**config.mk**
```make
export PLATFORM = sky130hd
export DESIGN_NAME = int_arbiter
export DESIGN_NICKNAME = d
export VERILOG_FILES = /design/src/rtl/int_arbiter.sv
export SDC_FILE = /design/constraint.sdc
export NUM_CORES = 1
export LEC_CHECK = 0
export ABC_AREA = 1
export CORE_MARGIN = 2
export CORE_UTILIZATION = 42
export DETAILED_ROUTE_END_ITERATION = 10
export PLACE_DENSITY = 0.9
export SYNTH_ARGS = -nofsm -noshare
export SYNTH_HDL_FRONTEND = slang
export SYNTH_SLANG_ARGS = --single-unit
export TNS_END_PERCENT = 30
```
**constraint.sdc**
```tcl
create_clock -name clk -period 2.2 [get_ports clk]
set_input_delay 0.44 -clock clk [delete_from_list [all_inputs] [get_ports clk]]
set_output_delay 0.44 -clock clk [all_outputs]
set_load 0.01 [all_outputs]
```
**src/rtl/int_arbiter.sv**
```systemverilog
// Interrupt controller: pending/mask/mode registers, fixed-priority pick,
// one interrupt at a time handed to the pipeline over req/ack, released by EOI.
module int_arbiter #(
    parameter int          N_SRC     = 6,
    parameter logic [31:0] BASE_ADDR = 32'h0000_7F20
) (
    input  logic             clk,
    input  logic             reset,
    input  logic [29:0]      Addr,
    input  logic             WE,
    input  logic [31:0]      Din,
    output logic [31:0]      Dout,
    input  logic [N_SRC-1:0] src,
    output logic             int_req,
    output logic [2:0]       int_id,
    input  logic             int_ack
);

    typedef enum logic [1:0] {IDLE, REQ, SVC} state_t;

    localparam logic [27:0] BASE_W = BASE_ADDR[31:4];

    state_t state, state_nxt;

    logic [N_SRC-1:0] mask, pend, mode, src_q;
    logic [N_SRC-1:0] act, rise, w1c, cur_oh, ack_clr, pend_nxt;
    logic [2:0]       sel, id_nxt;
    logic [1:0]       off;
    logic             hit, wr, eoi, ack_ev, act_cur;
    logic             unused_din;

    assign hit        = Addr[29:2] == BASE_W;
    assign off        = Addr[1:0];
    assign wr         = WE & hit;
    assign eoi        = wr && (off == 2'd3);
    assign unused_din = ^Din[31:N_SRC];

    assign act     = pend & mask;
    assign rise    = src & ~src_q;
    assign ack_ev  = (state == REQ) && int_ack;
    assign act_cur = |(act & cur_oh);
    assign int_req = (state == REQ);

    always_comb begin
        sel    = '0;
        cur_oh = '0;
        for (int i = N_SRC - 1; i >= 0; i--) begin
            if (act[i])
                sel = 3'(i);
            cur_oh[i] = (int_id == 3'(i));
        end
    end

    // A new edge beats both a W1C and the ack-clear on the same bit.
    always_comb begin
        w1c      = (wr && off == 2'd1) ? Din[N_SRC-1:0] : '0;
        ack_clr  = ack_ev ? cur_oh : '0;
        pend_nxt = (mode & (rise | (pend & ~w1c & ~ack_clr)))
                 | (~mode & src);
    end

    always_comb begin
        state_nxt = state;
        id_nxt    = int_id;
        unique case (state)
            IDLE: begin
                if (|act) begin
                    state_nxt = REQ;
                    id_nxt    = sel;
                end
            end
            REQ: begin
                if (int_ack)
                    state_nxt = SVC;
                else if (!act_cur)
                    state_nxt = IDLE;
            end
            SVC: begin
                if (eoi)
                    state_nxt = IDLE;
            end
            default: state_nxt = IDLE;
        endcase
    end

    always_ff @(posedge clk) begin
        if (reset) begin
            state  <= IDLE;
            int_id <= '0;
            mask   <= '0;
            pend   <= '0;
            mode   <= '0;
            src_q  <= '0;
        end else begin
            state  <= state_nxt;
            int_id <= id_nxt;
            pend   <= pend_nxt;
            src_q  <= src;
            if (wr && off == 2'd0)
                mask <= Din[N_SRC-1:0];
            if (wr && off == 2'd2)
                mode <= Din[N_SRC-1:0];
        end
    end

    always_comb begin
        Dout = '0;
        if (hit) begin
            unique case (off)
                2'd0: Dout = 32'(mask);
                2'd1: Dout = 32'(pend);
                2'd2: Dout = 32'(mode);
                2'd3: Dout = {state == SVC, 28'b0, int_id};
                default: Dout = '0;
            endcase
        end
    end

endmodule

```
---- Yosys cells after proc, flatten, opt, wreduce, memory -nomap -nowiden ----
Index checks and enable logic that the tools add are counted.
word-level totals
  output and inout port bits .............. 36
  flip-flop bits (word level) ............. 29
  word-level logic and storage cells ...... 61
cells by class
  equal/unequal tests ..................... 14
  mux-type cells .......................... 15
  reduce and logical (&&, ||, !) cells .... 12
  bitwise logic cells ..................... 14
operator list
  cell                  number
  $pmux 32 s4           1
  $and 6x6->6           7
  $mux 32               1
  $eq 28x11->1 const B  1
  $not 6->6             4
  $mux 3                6
  $mux 6                2
  $or 6x6->6            2
  $reduce_or 6->1       2
  $mux 2                4
  $eq 2x2->1 const B    3
  $eq 3x2->1 const B    2
  $eq 3x3->1 const B    2
  $pmux 2 s3            1
  $logic_and 1x1->1     5
  $eq 2x1->1 const B    2
  $logic_not 2->1       2
  $ne 2x2->1 const B    2
  $eq 3x1->1 const B    1
  $logic_not 3->1       1
  $ne 3x3->1 const B    1
  $reduce_and 3->1      1
  $reduce_and 2->1      1
  $and 1x1->1           1

---- Depth between registers and ports, before layout ----
  depth after elaboration ................. 10
  mapped depth ............................ 10
  gate-level depth less buffers ........... 10

---- Worst setup path after synthesis ----
OpenSTA, ideal clock, no wires.
  path type ............................... input port to output port
  start point ............................. in Addr[25]
  end point ............................... out Dout[0]
  path slack .............................. 0.518 ns
  path buffers ............................ 0
  stages .................................. 7
  data arrival time ....................... 1.242 ns
  cells stage by stage .................... nor2_1 > nand2_1 > nor2_2 > nand2_2 > nor2_8 > inv_2 > nor2_1
between the ends
  cells in the longest elaborated chain, start to end .. 2
ends and longest elaborated chain
  item             RTL line  RTL
  start, declared  9         input logic [29:0] Addr,
  $eq 28x11->1     32        assign hit = Addr[29:2] == BASE_W;
  $mux 32          108       if (hit) begin
  end, declared    12        output logic [31:0] Dout,
No other way between the ends.

---- Final worst setup path ----
  start point ............................. in Addr[0]
  end point ............................... out Dout[0]
between the ends
  cells in the longest elaborated chain, start to end .. 3
ends and longest elaborated chain
  item                                      RTL line  RTL
  $eq 2x2->1, or another cell as far along  109       unique case (off)
  $pmux 32 s4 *                             109
  $mux 32 *                                 108
Mark *: on every way between the ends. The rest lies on a longest branch, timed or not. The select of a mux whose other input is x is not followed.

==> flow_summary_export.csv <==
group,metric,value,unit
outcome,status,"finished with violations",
outcome,violations,"setup timing",
sta,period_share,100.1,%
synthesis,synth_mux_area_share,0,%
routing,first_pass_iters,7,
routing,dr_wl_met2,2841,µm
place,pre_cts_ws,-0.4488,ns
synthesis,avgSynthCellArea,6.148,µm²
clock_tree,clock_latency,0.29,ns
floorplan,io_pins,108,
synthesis,ys_ff_latch,29,
synthesis,yosys.area_share.simple,43.04,%
sta,min_period,2.202,ns
power,leakage,1.544,nW
layout,layout.nets,463,
layout,finalCoreUtilization,59.54,%
clock_tree,clk_pin_slew,0.06,ns
floorplan,die_x,72.76,µm
routing,wl_per_cell,12.67,µm
sta,clock_skew,0.004480,ns
floorplan,initial_core_util,42.89,%
floorplan,die_h,72.76,µm
clock_tree,cts_buffer_depth,2,
power,power_density,475.7,nW/µm²
layout,final_cell_area,2756,µm²
worst_setup_path,crit_arrival,1.76,ns
place,dpl_cell_area,2557,µm²
synthesis,synth_compound_area_share,8.066,%
synthesis,synth_cell_type_count,26,
routing,top_layer,"met4",
clock_tree,numCtsBuffers,5,
worst_setup_path,worstRegToRegCells,7,
synthesis,synthesis.instances,323,
worst_setup_path,cp-end-kind,"primary output",
sta,hold_viol_final,0,
global_route,grt_usage,21.17,%
worst_setup_path,critical_path_peak_fanout,4,
worst_setup_path,startpoint_type,"input port",
layout,diodes,0,
global_route,grt_pass1_wl,8680,µm
synthesis,yosys.area.top_type_share,29.24,%
place,hpwl,4183,µm
sta,maxSlewViolCount,0,
sta,setup_ws,-0.002029,ns
synthesis,synth-seq-area-share,29.24,%
place,port-buffer-count,56,
worst_setup_path,required,1.76,ns
layout,drive_gt1_share,11.99,%
worst_setup_path,path_class,"input port to primary output",
synthesis,yosys_warnings,0,
clock_tree,cts_tree,"built",
sta,fin_tns_setup,-0.002029,ns
clock_tree,clockRootBuffer,"clkbuf_8",
synthesis,synth_top_family_by_area,"simple AND/OR/NAND/NOR gates",
clock_tree,htreeDepth,2,
routing,wl_met1,2214,µm
routing,drc,0,
worst_setup_path,r2r_start,"pend[2]",
clock_tree,postCtsHoldBufs,0,
synthesis,synth_area_leader_cell,"dfxtp_1",
global_route,grt-ovfl-total,0,
job,maxCapViolations,0,
clock_tree,numClockSinks,29,
synthesis,synthAdderAreaFrac,0,%
routing,first_iter_violations,225,
layout,syn2layout_area_growth,38.82,%
sta,fmax,454.1,MHz
layout,mostFrequentLayoutCells,"nand2_1 (83), nor2_1 (67), inv_1 (43)",
place,gp_congestion,0.9577,
synthesis,synth-xor-area-share,0,%
worst_setup_path,ff2ff_setup_slack,0.91,ns
routing,ant_nets,0,
synthesis,synth_area_leaders,"dfxtp_1 (29%), nand2_1 (16%), nor2_1 (13%)",
worst_setup_path,r2r_end,"int_id[0]",
floorplan,die-area,5294,µm²
routing,vias,2224,
routing,wirelength,5650,µm
global_route,antenna_found_initial,0,
global_route,grt_pass1_vias,2070,
routing,post_drt_via_cell_ratio,4.987,
sta,rsz0062_at_grt,"yes",
layout,layout_commonest_cell,"nand2_1",
routing,routed-wl-met3,424,µm
global_route,grt_max_degree,15,
floorplan,core_area,4629,µm²
hold_path,min_to,"pend[0]",
floorplan,fp-row-count,25,
hold_path,hp-start,"src_q[0]",
synthesis,netlist_area,1986,µm²
hold_path,whs_path_depth,3,
power,ir_drop,0.0003746,V
sta,finalSetupViolCount,1,
hold_path,holdCritPathClass,"flip-flop to flip-flop",
==> through the flow <==
step	instances	hold slack [ns]	power (mW)
3_3_place_gp	436	0.4479	0.7309
3_5_place_dp	436	0.4567	0.7349
4_1_cts	444	0.4722	1.316
5_1_grt	446	0.4988	1.355
6_report	446	0.4688	1.311
2_1_floorplan	347	0.4430	0.6562
==> sequential cells by signal, summed over array words and instances, names as in the netlist <==
register and count:
int_id 3, state 2, src_q 6, pend 6
mask 6, mode 6
==> worst max path at each step <==
stage	startpoint	to	slack, ns	cells after the start
floorplan	Addr[25]	Dout[0]	0.52	7
global placement	Addr[5]	Dout[31]	-0.39	9
detailed placement	Addr[5]	Dout[31]	-0.45	9
CTS	Addr[4]	Dout[31]	-0.04	9
global route	Addr[0]	Dout[0]	-0.02	7
finish	Addr[0]	Dout[0]	-0.002	7
==> cells in the mapped netlist <==
library cell	number
nand2_1	84
nor2_1	70
inv_1	43
dfxtp_1	29
buf_4	25
nand3_1	14
nand4_1	10
a21oi_1	8
o21ai_0	6
o22ai_1	6
a221oi_1	3
buf_2	3
inv_2	3
nor2_2	3
a41oi_1	2
nand2_2	2
nand3_2	2
nand3_4	2
clkbuf_1	1
clkbuf_4	1
conb_1	1
nor2_4	1
nor2_8	1
nor3_1	1
nor4_4	1
o22a_1	1
==> critical path, cell delays in order <==
cell             delay [ns]
clkdlybuf4s50_1        0.48
inv_1                  0.07
nand2_1                0.10
inv_1                  0.10
a221oi_1               0.36
nor2_1                 0.07
buf_2                  0.14
==> what timing repair did <==
action                                  in CTS  in global routing
endpoints found under the setup margin       7                  7
gates resized for setup                     32                 34
setup buffers                                0                  2
hold endpoints to repair                     0                  0
pin swaps                                    3                 22
==> report_power, final <==
group / switching [mW] / internal, mW
logic: 0.0922 / 0.0883
registers: 0.00737 / 0.537
clock network: 0.219 / 0.368
==> routing by layer <==
metal,vias up,GRT usage (%)
li1,1093,-
met1,995,24.47
met2,114,35.86
met3,22,5.525
met4,0,10.91
met5,-,0
==> cells by family after synthesis <==
group                  Yosys count
AOI/OAI and AO/OA               26
buffers and inverters           76
and+or+nand+nor                191
other                            1
DFF                             29
==> area by class of cell <==
type                    instances  area, µm²
well taps                      54      67.56
inverters                      46      177.7
multi-input cells             242       1130
fillers                       409       1873
repair buffers                 67      680.7
clock inverters                 2      37.54
flip-flops and latches         29      580.6
clock buffers                   6      82.58
No activity file was read; power rests on OpenSTA's default activity.
